[config.mk]
export PLATFORM = sky130hd
export DESIGN_NAME = life_grid_controller
export DESIGN_NICKNAME = d
export VERILOG_FILES = /design/src/rtl/life_grid_controller.sv
export SDC_FILE = /design/constraint.sdc
export NUM_CORES = 1
export LEC_CHECK = 0
export BUFFER_PORTS_ARGS = -buffer_cell sky130_fd_sc_hd__buf_2
export CAP_MARGIN = 20
export CORE_AREA = 5 5 134 136
export CTS_BUF_LIST = sky130_fd_sc_hd__clkbuf_4 sky130_fd_sc_hd__clkbuf_8
export DETAILED_ROUTE_END_ITERATION = 10
export DIE_AREA = 0 0 139 141
export SETUP_SLACK_MARGIN = 0.02
export SLEW_MARGIN = 20
export SYNTH_ARGS = -nofsm -noshare
export SYNTH_HDL_FRONTEND = slang
export SYNTH_SLANG_ARGS = --single-unit
[constraint.sdc]
create_clock -name clk -period 5.59 [get_ports clk]
set_clock_uncertainty 0.2 [all_clocks]
set_input_delay 0.8385 -clock clk [delete_from_list [all_inputs] [get_ports clk]]
set_output_delay 0.8385 -clock clk [all_outputs]
set_load 0.02 [all_outputs]
[src/rtl/life_grid_controller.sv]
// life_grid_controller: owns the 8x8 Life grid, loads seeds row by row and
// commits evolve-datapath results by single step or free-running at STEP_DIV.
module life_grid_controller #(
    parameter int STEP_DIV = 4,
    parameter int GEN_W    = 16
) (
    input  logic             clk,
    input  logic             reset_n,
    input  logic             load_valid,
    input  logic [7:0]       load_row,
    output logic             load_ready,
    input  logic             start,
    input  logic             step,
    input  logic             stop,
    input  logic [63:0]      grid_evolve,
    output logic [63:0]      grid,
    output logic [GEN_W-1:0] gen_count,
    output logic             busy,
    output logic             stable,
    output logic             extinct,
    output logic             done
);
    typedef enum logic [1:0] {IDLE, LOAD, RUN, HALT} state_t;
    state_t state, state_nx;
    logic [2:0] idx;
    logic [15:0] tick;
    logic xfer, last_tick;
    logic [GEN_W-1:0] gen_inc;
    assign load_ready = (state == IDLE) || (state == LOAD);
    assign busy       = (state == LOAD) || (state == RUN);
    assign done       = (state == HALT);
    assign xfer       = load_valid && load_ready;
    assign last_tick  = tick == 16'(STEP_DIV - 1);
    assign gen_inc    = (&gen_count) ? gen_count : gen_count + 1'b1;
    always_comb begin
        state_nx = state;
        case (state)
            IDLE: state_nx = xfer ? LOAD : start ? RUN : IDLE;
            LOAD: state_nx = (xfer && idx == 3'd7) ? IDLE : LOAD;
            RUN:  state_nx = (stop || (last_tick && (grid == '0 || grid_evolve == grid || &gen_inc))) ? HALT : RUN;
            HALT: state_nx = IDLE;
            default: state_nx = IDLE;
        endcase
    end
    always_ff @(posedge clk or negedge reset_n) begin
        if (!reset_n) begin
            state     <= IDLE;
            grid      <= '0;
            gen_count <= '0;
            idx       <= '0;
            tick      <= '0;
            stable    <= 1'b0;
            extinct   <= 1'b0;
        end else begin
            state <= state_nx;
            if (xfer) begin
                grid[{idx, 3'b000} +: 8] <= load_row;
                idx <= idx + 3'd1;
                if (state == IDLE) begin
                    gen_count <= '0;
                    stable    <= 1'b0;
                    extinct   <= 1'b0;
                end
            end else if (state == IDLE && start) begin
                stable  <= 1'b0;
                extinct <= 1'b0;
                tick    <= '0;
            end else if (state == IDLE && step) begin
                grid      <= grid_evolve;
                gen_count <= gen_inc;
            end else if (state == RUN && !stop) begin
                tick <= last_tick ? 16'd0 : tick + 16'd1;
                // Halt causes are checked before committing so a dead or still grid is never rewritten.
                if (last_tick) begin
                    if (grid == '0) extinct <= 1'b1;
                    else if (grid_evolve == grid) stable <= 1'b1;
                    else begin
                        grid      <= grid_evolve;
                        gen_count <= gen_inc;
                    end
                end
            end
        end
    end
endmodule

=== After elaboration in Yosys (flattened, before gate mapping) ===
Cells that the tools add are included.

* Flip-flop bits (word level): 103
* Input bits: 78
* Word-level logic and storage cells: 95

* Add/subtract/negate cells: 4
* Eq/ne operators: 13
* Shift-type cells: 2
* Mux-type cells: 40
* Bitwise operators: 1
* Reductions and logical operators: 28

{| class="wikitable"
|+ Operators with widths
! operator !! count
|-
| $mux 64 || 7
|-
| $mux 16 || 13
|-
| $bwmux 64 || 1
|-
| $eq 64x64->1 || 1
|-
| $logic_not 64->1 || 1
|-
| $shift 8x8->64 const A || 1
|-
| $shiftx 8x8->64 || 1
|-
| $add 16x1->16 const B || 2
|-
| $reduce_and 16->1 || 2
|-
| $reduce_bool 3->1 || 6
|-
| $eq 16x2->1 const B || 1
|-
| $mux 1 || 16
|-
| $reduce_and 6->1 || 2
|-
| $reduce_and 5->1 || 2
|-
| $ne 3x2->1 const B || 3
|-
| $neg 6->8 || 1
|-
| $pmux 2 s4 || 1
|-
| $logic_and 1x1->1 || 6
|-
| $logic_or 1x1->1 || 5
|-
| $eq 2x2->1 const B || 2
|-
| $mux 2 || 2
|-
| $ne 2x2->1 const B || 2
|-
| $add 3x1->3 const B || 1
|-
| $eq 3x3->1 const B || 1
|-
| 8 further kinds || 8
|}

=== Logic depth before layout (Yosys ltp) ===
Gate-level depths: netlist of the first run.

* Depth after elaboration: 9
* Gate-level depth with buffers: 11

=== Least setup slack after synthesis of the first run ===
No wires, ideal clock.

* Path kind: register to register
* Start point: reg gen_count[0]
* End point: reg state[0]
* Library setup time: 104 ps
* Arrival time: 2416 ps
* Required time: 5286 ps
* Path slack: 2870 ps
* Cell stages (with the launch flop): 10
* Path buffers: 1
* Cells stage by stage: dfrtp_1 -> ha_1 -> buf_2 -> nand4_2 -> nor4_4 -> nor2_2 -> and3_2 -> xnor2_1 -> or3_1 -> o41ai_2

* Cells in the longest elaborated chain, start to end: 8

{| class="wikitable"
|+ Ends and longest elaborated chain
! what !! line !! text
|-
| from (decl) || 17 || <nowiki>output logic [GEN_W-1:0] gen_count,</nowiki>
|-
| from (signal assigned) || 70 || <nowiki>gen_count <= gen_inc;</nowiki>
|-
| from (signal assigned) || 79 || <nowiki>gen_count <= gen_inc;</nowiki>
|-
| $add 16x1->16 or $reduce_and 16->1 (tied branches) || 34 || <nowiki>assign gen_inc = (&gen_count) ? gen_count : gen_count + 1'b1;</nowiki>
|-
| $mux 16 * || 34 ||
|-
| $reduce_and 16->1 * || 40 || <nowiki>RUN: state_nx = (stop || (last_tick && (grid == '0 || grid_evolve == grid || &gen_inc))) ? HALT : RUN;</nowiki>
|-
| $logic_or 1x1->1 * || 40 ||
|-
| $logic_and 1x1->1 * || 40 ||
|-
| $logic_or 1x1->1 * || 40 ||
|-
| $mux 1 * || 40 ||
|-
| $pmux 2 s4 * || 37 || <nowiki>case (state)</nowiki>
|-
| via state_nx[0] || 24 || <nowiki>state_t state, state_nx;</nowiki>
|-
| to (signal assigned) || 55 || <nowiki>state <= state_nx;</nowiki>
|-
| to (decl) || 24 ||
|}

Mark *: on every way through the listed nets, which the timed path passes. The rest lies on a longest branch.
A chain may end at the register's enable or synchronous reset.

=== Worst setup path in the final report of the first run ===
* Start point: reg state[0]
* End point: reg grid[60]

* Cells in the longest elaborated chain, start to end: 5

{| class="wikitable"
|+ Ends and longest elaborated chain
! what !! line !! text
|-
| $eq 2x1->1 or $logic_not 2->1 (tied branches) || 29, 64, 68 ||
|-
| $logic_or 1x1->1 or $logic_and 1x1->1 (tied branches) || 29, 68 ||
|-
| $logic_and 1x1->1 or $mux 64 (tied branches) || 32, 68 ||
|-
| $ne 3x2->1 (no source line), or another cell as far along || - ||
|-
| $reduce_and 5->1 (no source line) or $mux 64 (tied branches) || - ||
|-
| to (signal, indexed assignment) || 57 || <nowiki>grid[{idx, 3'b000} +: 8] <= load_row;</nowiki>
|-
| to (signal assigned) || 69 || <nowiki>grid <= grid_evolve;</nowiki>
|-
| to (signal assigned) || 78 || <nowiki>grid <= grid_evolve;</nowiki>
|-
| to (decl) || 16 || <nowiki>output logic [63:0] grid,</nowiki>
|}

Parallel ways exist; a longest one is shown, timed or not. The select of a mux whose other input is x is not followed.

==> impl_metrics.csv, run 1 <==
group,metric,value,unit
run_status,status,"finished clean",
cts,holdBufCountCts,0,
synth,ys_async_sr_fraction,1.00,
drt,met1_length,9740,µm
sta,setup_viol,0,
sta,max_freq,290,MHz
final_layout,antenna_cells,0,
place,place_ws,1.64,ns
drt,met2_length,10800,µm
sta,worstMarginPinSlew,1.02,ns
final_layout,drive_gt1_frac,0.262,
global_route,grt_pass1_vias,6197,
synth,ys_top_cells_by_count,"103 x dfrtp_1, 70 x xnor2_1, 39 x a2bb2oi_1",
cts,cts-root-buf,"clkbuf_8",
sta,drv_slew,0,
sta,relSlewSlack,0.317,
synth,synth_most_common_cell,"dfrtp_1",
global_route,antenna_found_initial,0,
sta,worst_slack,2.15,ns
place,port-buffer-count,162,
synth,synth_area_leader_cell,"dfrtp_1",
drt,first_pass_iters,5,
power_and_ir_drop,ir_drop,0.242,mV
global_route,grt_pass1_wl,35300,µm
floorplanning,ios,163,
drt,post_drt_wl_per_cell,21.8,µm
min_path,hp-class,"reg -> reg",
setup_path,endpoint_kind,"register",
synth,synth_edf_count,0,
drt,route.met3.wl,1470,µm
setup_path,cp.arrival,3.56,ns
final_layout,syn2layout_area_growth,17.0,%
cts,clkSlewWorstSetupHoldPaths,0.10,ns
drt,num_vias,6198,
sta,min_period_over_period,0.616,
floorplanning,die_x,139,µm
place,dp.cells,1018,
floorplanning,coreArea,16800,µm²
floorplanning,die_y,141,µm
synth,ys_seq_area_frac,0.394,
power_and_ir_drop,p_per_area,522,nW/µm²
final_layout,fillers,1633,
setup_path,crit_type,"reg -> reg",
sta,fin_crit,3.44,ns
synth,synth.avg_cell_area,9.78,µm²
global_route,grt_util_all_layers,0.226,
cts,cts_tree,"yes",
synth,yosysUniqueCellTypes,60,
cts,cts_buffer_depth,2,
cts,post_cts_resize_count,0,
synth,synth_nets,761,
cts,cts_buffers,9,
sta,rsz0062_at_grt,"false",
drt,top_layer,"met4",
job,maxCapViolCount,0,
sta,setup_tns,0,ns
synth,synthesis.area,6540,µm²
cts,htree_num_levels,3,
cts,insertion_delay,0.39,ns
global_route,grt-ovfl-total,0,
synth,postSynthCellCount,669,
synth,synth_top_cell_area_share,0.394,
place,hpwl,16700,µm
synth,ys_seq_elements,103,
synth,synth.area.top_cells,"dfrtp_1 39%, xnor2_1 9.4%, a2bb2oi_1 5.2%, a221oi_1 4.4%, o21ai_0 2.9%",
place,gp_congestion,0.960,
synth,ys_warn_count,0,
sta,hold_violations,0,
drt,ant_nets,0,
setup_path,path_max_fanout,23,
final_layout,fin_nets,896,
power_and_ir_drop,p_leak,3.24,nW
cts,cts.sinks,103,
drt,routed_wl,22600,µm
cts,cts_setup_buffers,0,
floorplanning,rows,48,
floorplanning,initial_core_util,0.389,
setup_path,cp-start-kind,"register",
synth,ys.flop_type,"dfrtp_1",
drt,vias_per_cell,6.00,
floorplanning,dieArea,19600,µm²
setup_path,worstPathRequired,5.70,ns
final_layout,final_cell_count_no_fill,1033,
drt,first_iter_violations,493,
drt,drcViolationCount,0,
global_route,grt_max_degree,60,
placed cells by master (no fill, tap or decap), types with 7 or more instances in the layout:
cell       count
nor4_1        22
and3_1         8
o21ai_0       38
nand4_1       30
a2bb2oi_1     39
o21ai_1       13
buf_2        161
nor2_1        21
clkbuf_8      10
a31oi_1        9
ha_1          14
nand3_1       15
nor3_1        10
nor2_2         7
a21oi_1       27
mux2i_1       10
a221oi_1      33
o22ai_1        8
inv_1         10
mux2_1        16
a22o_1        16
xnor2_1       70
nand2_1       32
nor2b_1        7
or3_1          8
dfrtp_1      103
worst paths after layout:
path | to | from | depth (start not counted) | slack, ns
min reg2reg | tick[1]$_DFFE_PN0P_ | tick[1]$_DFFE_PN0P_ | 2 | 0.32
max reg2reg | grid[60]$_DFFE_PN0P_ | state[0]$_DFF_PN0_ | 9 | 2.15
min in group asynchronous | tick[12]$_DFFE_PN0P_ | reset_n | 1 | 0.34
min | tick[1]$_DFFE_PN0P_ | tick[1]$_DFFE_PN0P_ | 2 | 0.32
max in group asynchronous | gen_count[1]$_DFFE_PN0P_ | reset_n | 2 | 3.69
max | grid[60]$_DFFE_PN0P_ | state[0]$_DFF_PN0_ | 9 | 2.15
per-layer routing:
| layer | vias to the layer above | GRT usage |
|---|---|---|
| li1 | 2832 | - |
| met1 | 3069 | 0.297 |
| met2 | 256 | 0.376 |
| met3 | 41 | 0.0492 |
| met4 | 0 | 0.0675 |
| met5 | - | 0 |
cell type report:
class / count / area [µm²] / area share
multi-input combinational: 511 / 3730 / 0.487
sequential: 103 / 2580 / 0.337
timing repair buffer: 166 / 843 / 0.110
clock inverter: 5 / 35.0 / 0.00458
tap: 225 / 282 / 0.0368
inverter: 13 / 48.8 / 0.00637
clock buffer: 10 / 138 / 0.0180
power by group:
group | internal (mW) | switching (mW)
Clock | 0.172 | 0.285
Sequential | 1.01 | 0.373
Combinational | 0.868 | 1.28
worst max-delay path: stages, from the launching register on:
cell	delay (ns)
dfrtp_1	0.42
inv_1	0.12
ha_1	0.37
nor2_1	0.11
inv_2	0.09
nand2_2	0.32
nor4_2	0.88
and3_1	0.51
a221oi_1	0.13
a2bb2oi_1	0.21
sequential cells by signal (all words and copies together), names as in the netlist:
| register | flops |
|---|---|
| extinct | 1 |
| gen_count | 16 |
| grid | 64 |
| idx | 3 |
| stable | 1 |
| state | 2 |
| tick | 16 |
per-stage QoR:
stage	total power, mW	utilization	cell area, µm²	hold WS (ns)
after floorplan	2.82	-	6540	0.268
after global placement	3.49	0.444	7470	0.292
after detailed placement	3.54	0.444	7470	0.309
after CTS	4.00	0.455	7650	0.329
after global routing	4.24	0.455	7650	0.376
final	3.99	0.455	7650	0.323
cells by family after synthesis:
group	after synthesis	share of synthesized area
adders and majority gates	14	0.0268
xor gates and xnor gates	74	0.0991
and+or+nand+nor	191	0.175
DFF	103	0.394
muxes	26	0.0428
AOI/OAI and AO/OA	206	0.226
buffers and inverters	55	0.0367
Note: power is estimated with default switching activity, not from simulation.
==> run 2: changes to the inputs <==
- ABC_AREA: not set -> 1
- CORE_AREA: 5 5 134 136 -> 5 5 147 149
- DIE_AREA: 0 0 139 141 -> 0 0 152 154
- clock period: 5.59 -> 3 ns (I/O delays scaled with it)
==> run 2 against run 1 <==
Power is 110% higher. Non-clock buffer count grew 14. Register-to-register slack lost 1.9 ns. Critical path type unchanged. Critical endpoint is now grid[20]$_DFFE_PN0P_. Largest power group unchanged.
==> impl_metrics.csv, run 2 <==
group,metric,value,unit
cts,htree_num_levels,3,
setup_path,cp_slowest_cell,"dfrtp_1",
floorplanning,initial_core_util,0.394,
drt,routed_wl,25800,µm
cts,cts.sinks,103,
sta,worstMarginPinSlew,0.724,ns
setup_path,crit_path_frequent_cell,"nand2_1",
setup_path,worstPathRequired,3.08,ns
global_route,grt_pass1_vias,7860,
final_layout,antenna_cells,0,
synth,synth_edf_count,0,
synth,ys.flop_type,"dfrtp_1",
cts,cts-root-buf,"clkbuf_8",
cts,cts_buffer_depth,2,
sta,min_period_over_period,0.917,
floorplanning,die_x,152,µm
sta,drv_slew,0,
synth,synth.avg_cell_area,6.43,µm²
power_and_ir_drop,p_per_area,898,nW/µm²
synth,synthesis.area,7900,µm²
synth,ys_async_sr_fraction,1.00,
floorplanning,die_y,154,µm
sta,hold_violations,0,
power_and_ir_drop,p_leak,4.94,nW
floorplanning,rows,52,
synth,ys_warn_count,0,
synth,ys_seq_elements,103,
final_layout,largest_reg_flops,64,
drt,first_pass_iters,7,
drt,vias_per_cell,5.13,
final_layout,fin_nets,1472,
final_layout,fillers,2198,
synth,synth_top_cell_area_share,0.326,
power_and_ir_drop,ir_drop,0.386,mV
drt,first_iter_violations,623,
final_layout,largestRegisters,"grid: 64 flops, gen_count: 16 flops, tick: 16 flops",
setup_path,path_max_fanout,9,
final_layout,post-route-util,0.460,
run_status,status,"finished clean",
drt,post_drt_wl_per_cell,15.6,µm
sta,max_freq,364,MHz
cts,cts_tree,"yes",
sta,setup_tns,0,ns
global_route,grt_util_all_layers,0.218,
sta,relSlewSlack,0.514,
setup_path,cpPeakStageDelay,0.52,ns
synth,synth.area.top_cells,"dfrtp_1 33%, nand2_1 21%, nand4_1 7.8%, inv_1 6.2%, nor2_1 5.1%",
final_layout,drive_gt1_frac,0.168,
place,gp_congestion,0.907,
synth,synth_most_common_cell,"nand2_1",
cts,cts_setup_buffers,0,
sta,rsz0062_at_grt,"false",
synth,ys_seq_area_frac,0.326,
global_route,grt_max_degree,74,
global_route,antenna_found_initial,0,
power_and_ir_drop,total_power,8.28,mW
setup_path,worstPathCellList,"inv_1 > ha_1 > ha_1 > inv_1 > nor2_1 > nand2_1 > nand2_1 > nand3_2 > nand2_1 > nand2_1",
job,maxCapViolCount,0,
cts,cts_buffers,9,
drt,drcViolationCount,0,
cts,insertion_delay,0.39,ns
setup_path,critPathBufInv,2,
final_layout,final_cell_count_no_fill,1655,
setup_path,cp.arrival,2.83,ns
synth,yosysUniqueCellTypes,39,
global_route,grt-ovfl-total,0,
final_layout,largest_register,"grid",
synth,synth_area_leader_cell,"dfrtp_1",
synth,ys_top_cells_by_count,"447 x nand2_1, 130 x inv_1, 108 x nor2_1",
sta,fin_crit,2.75,ns
place,port-buffer-count,162,
place,dp.cells,1638,
drt,num_vias,8484,
floorplanning,coreArea,20000,µm²
setup_path,cp-start-kind,"register",
floorplanning,ios,163,
place,hpwl,19800,µm
floorplanning,dieArea,23400,µm²
setup_path,endpoint_kind,"register",
final_layout,syn2layout_area_growth,16.7,%
synth,postSynthCellCount,1228,
sta,setup_viol,0,
min_path,hp-class,"in -> reg",
global_route,grt_pass1_wl,41900,µm
cts,clkSlewWorstSetupHoldPaths,0.10,ns
setup_path,crit_type,"reg -> reg",
final_layout,layout_commonest_cell,"nand2_1",
setup_path,path_delay_family,"simple AND/OR/NAND/NOR gates",
final_layout,final_cell_mix,"446 x nand2_1, 161 x buf_2, 130 x inv_1",
drt,ant_nets,0,
synth,synth_nets,1320,
-- run 2: cell count changes after synthesis, moves of 16 or more --
cell and change:
nand3_1 +65, inv_1 +120, a221oi_1 -33, xnor2_1 -41, o21ai_0 +20, a2bb2oi_1 -39
a22o_1 -16, mux2_1 -16, nor4_1 -18, nand4_1 +69, nand2_1 +415, nor2_1 +87
-- run 2: logic make-up after synthesis --
kind of cell    Yosys count  share of synthesized area
flops                   103                      0.326
simple gates            777                      0.430
compound gates          109                     0.0754
buf+inv                 181                     0.0979
fa+ha+maj                14                     0.0222
xor+xnor                 44                     0.0488
-- run 2: repair_timing --
action | in CTS | in global routing
hold buffers | 1 | 0
endpoints found under the setup margin | 0 | 6
gates resized for setup | 0 | 4
endpoints found under the hold margin | 29 | 0
-- run 2: worst paths after layout --
kind | start | to | slack, ns | cells past startpoint
setup / recovery | idx[0]$_DFFE_PN0P_ | grid[20]$_DFFE_PN0P_ | 0.25 | 10
hold / removal | start | state[1]$_DFF_PN0_ | 0.15 | 2
setup reg to reg | idx[0]$_DFFE_PN0P_ | grid[20]$_DFFE_PN0P_ | 0.25 | 10
hold reg to reg | grid[17]$_DFFE_PN0P_ | grid[17]$_DFFE_PN0P_ | 0.33 | 2
max in group asynchronous | reset_n | grid[47]$_DFFE_PN0P_ | 1.56 | 3
min in group asynchronous | reset_n | gen_count[6]$_DFFE_PN0P_ | 0.34 | 2
-- run 2: report_power, final --
| part | internal (mW) | total, mW | switching, mW |
|---|---|---|---|
| clock network | 0.352 | 0.844 | 0.492 |
| registers | 1.89 | 2.54 | 0.647 |
| logic | 1.61 | 4.89 | 3.28 |
| total | 3.86 | 8.28 | 4.42 |
-- run 2: final cells by class --
| cell class | instances | area, µm² | share of cell area |
|---|---|---|---|
| clock buffer | 12 | 159 | 0.0172 |
| inverter | 142 | 534 | 0.0579 |
| clock inverter | 4 | 20.0 | 0.00217 |
| tap | 270 | 338 | 0.0366 |
| sequential | 103 | 2580 | 0.280 |
| timing repair buffer | 180 | 1010 | 0.110 |
| multi-input combinational | 944 | 4580 | 0.497 |
-- run 2: metrics by stage --
step                setup slack [ns]  instance area [µm²]  hold slack (ns)
finish                         0.250                 9220            0.147
global route                  0.0182                 9220            0.124
CTS                            0.228                 9200            0.120
detailed placement             0.249                 9010            0.234
global placement               0.298                 9010            0.232
floorplan                      0.633                 7900          -0.0456
-- run 2: metal layers --
layer  part of all wire  vias to the layer above  global-route usage
met3              0.061                       28              0.0461
met5                  0                        -                   0
met1               0.45                     3896               0.297
li1                   -                     4298                   -
met2               0.47                      262               0.356
met4              0.019                        0              0.0488
==> run 3: changes to the inputs <==
- ABC_AREA: 1 -> not set
- CORE_AREA: 5 5 147 149 -> 5 5 134 136
- DIE_AREA: 0 0 152 154 -> 0 0 139 141
==> run 3 against run 2 <==
The flow now finishes with violations (negative hold slack). Hold slack worse by 0.17 ns. Die area down 16%. Sequential power about the same. Maximum frequency down 3.0%. First-iteration DRC count down 15%. Power down 5.4%. Clock-buffer cell count unchanged. Register-to-register slack worse by 0.09 ns. Final cell count down 36%. Global-route usage up 1.3 points. Critical path type unchanged. Largest cell class unchanged.
==> impl_metrics.csv, run 3 (same netlist as run 1, synthesis figures left out) <==
group,metric,value,unit
sta,setup_viol,0,
setup_path,path_max_fanout,26,
run_status,violations,"negative hold slack",
drt,ant_nets,0,
place,gp_congestion,0.947,
place,place_area,7600,µm²
drt,post_drt_wl_per_cell,21.9,µm
sta,relSlewSlack,0.439,
floorplanning,die_x,139,µm
final_layout,final_cell_mix,"161 x buf_2, 103 x dfrtp_1, 70 x xnor2_1",
drt,num_vias,6409,
power_and_ir_drop,p_per_area,993,nW/µm²
setup_path,endpoint_kind,"register",
sta,setup_tns,0,ns
drt,first_iter_violations,531,
sta,worst_hold_slack,-0.0245,ns
cts,insertion_delay,0.39,ns
sta,drv_slew,0,
setup_path,cp.arrival,2.90,ns
place,dp.cells,1035,
setup_path,crit_type,"reg -> reg",
floorplanning,dieArea,19600,µm²
job,maxCapViolCount,0,
place,hpwl,17300,µm
floorplanning,ios,163,
floorplanning,coreArea,16800,µm²
setup_path,cp-start-kind,"register",
drt,vias_per_cell,6.10,
setup_path,worstPathRequired,3.06,ns
cts,cts_setup_buffers,0,
final_layout,largestRegisters,"grid: 64 flops, gen_count: 16 flops, tick: 16 flops",
global_route,grt_util_all_layers,0.230,
floorplanning,rows,48,
global_route,grt_pass1_wl,36000,µm
min_path,hp-class,"in -> async",
global_route,grt_max_degree,57,
global_route,grt-ovfl-total,0,
final_layout,antenna_cells,0,
sta,min_period_over_period,0.946,
final_layout,layout_commonest_cell,"buf_2",
global_route,grt_pass1_vias,6373,
cts,cts_buffer_depth,2,
floorplanning,initial_core_util,0.389,
cts,cts-root-buf,"clkbuf_8",
cts,clkSlewWorstSetupHoldPaths,0.10,ns
cts,cts_buffers,9,
sta,worstMarginPinSlew,0.842,ns
final_layout,drive_gt1_frac,0.281,
drt,routed_wl,23100,µm
sta,fin_crit,2.84,ns
floorplanning,die_y,141,µm
setup_path,r2r_cells,8,
final_layout,largest_register,"grid",
sta,rsz0062_at_grt,"false",
final_layout,fin_nets,913,
place,place_ws,0.0755,ns
final_layout,syn2layout_area_growth,20.5,%
final_layout,final_cell_count_no_fill,1051,
drt,first_pass_iters,5,
sta,hold_violations,26,
global_route,antenna_found_initial,1,
drt,drcViolationCount,0,
power_and_ir_drop,ir_drop,0.430,mV
final_layout,largest_reg_flops,64,
cts,cts_tree,"yes",
final_layout,design_area,7890,µm²
power_and_ir_drop,p_leak,3.38,nW
sta,worst_slack,0.163,ns
run_status,status,"complete, but fails checks",
sta,max_freq,353,MHz
place,port-buffer-count,162,
cts,htree_num_levels,3,
cts,cts.sinks,103,
[run 3: cell count changes in the layout (fill, tap and decap cells not counted), sizes merged, moves of 39 or more]
cell     previous run  this run
a2bb2oi             0        39
inv               139        14
nand2             453        35
nand3              86        15
nand4              99        32
nor2              114        28
xnor2              29        70
[run 3: critical path, cell delays in order (launching register included)]
cell and delay, ns:
dfrtp_1 0.44, xnor2_1 0.36, nand4_1 0.16, nor4_1 0.38
nand4_1 0.25, buf_4 0.21, a31o_2 0.36, a41oi_1 0.28
a21oi_1 0.06
[run 3: cell type report]
| class | instances | area [µm²] |
|---|---|---|
| Timing Repair Buffer | 183 | 978 |
| Inverter | 13 | 48.8 |
| Sequential cell | 103 | 2580 |
| Tap cell | 225 | 282 |
| Multi-Input combinational cell | 511 | 3760 |
| Clock inverter | 4 | 73.8 |
| Clock buffer | 12 | 165 |
| Fill cell | 1681 | 8930 |
[run 3: final timing paths]
path,slack (ns),startpoint,end
max,0.16,grid[22]$_DFFE_PN0P_,gen_count[14]$_DFFE_PN0P_
min,-0.02,reset_n,tick[14]$_DFFE_PN0P_
max reg2reg,0.16,grid[22]$_DFFE_PN0P_,gen_count[14]$_DFFE_PN0P_
min reg2reg,0.33,tick[0]$_DFFE_PN0P_,tick[0]$_DFFE_PN0P_
max in group asynchronous,2.09,reset_n,grid[18]$_DFFE_PN0P_
min in group clk,0.15,stop,state[0]$_DFF_PN0_
[run 3: layer usage]
metal	GRT usage	vias up	wire length (µm)
met4	0.109	2	879
met2	0.375	313	10900
met1	0.302	3172	9590
li1	-	2865	-
met5	0	-	13
met3	0.0353	57	1640
[run 3: timing repair]
action                     in CTS  in global routing
setup endpoints to repair       0                 74
hold buffers                    0                  0
resized for setup               0                  8
[run 3: power by group]
part	internal [mW]	switching (mW)	total, mW
Combinational	1.71	2.50	4.21
Sequential	1.89	0.660	2.55
Clock	0.541	0.537	1.08
[run 3: through the flow]
| stage | utilization | power, mW |
|---|---|---|
| floorplan | - | 5.25 |
| global placement | 0.452 | 6.59 |
| detailed placement | 0.452 | 6.69 |
| CTS | 0.466 | 7.77 |
| global route | 0.469 | 8.27 |
| finish | 0.469 | 7.83 |
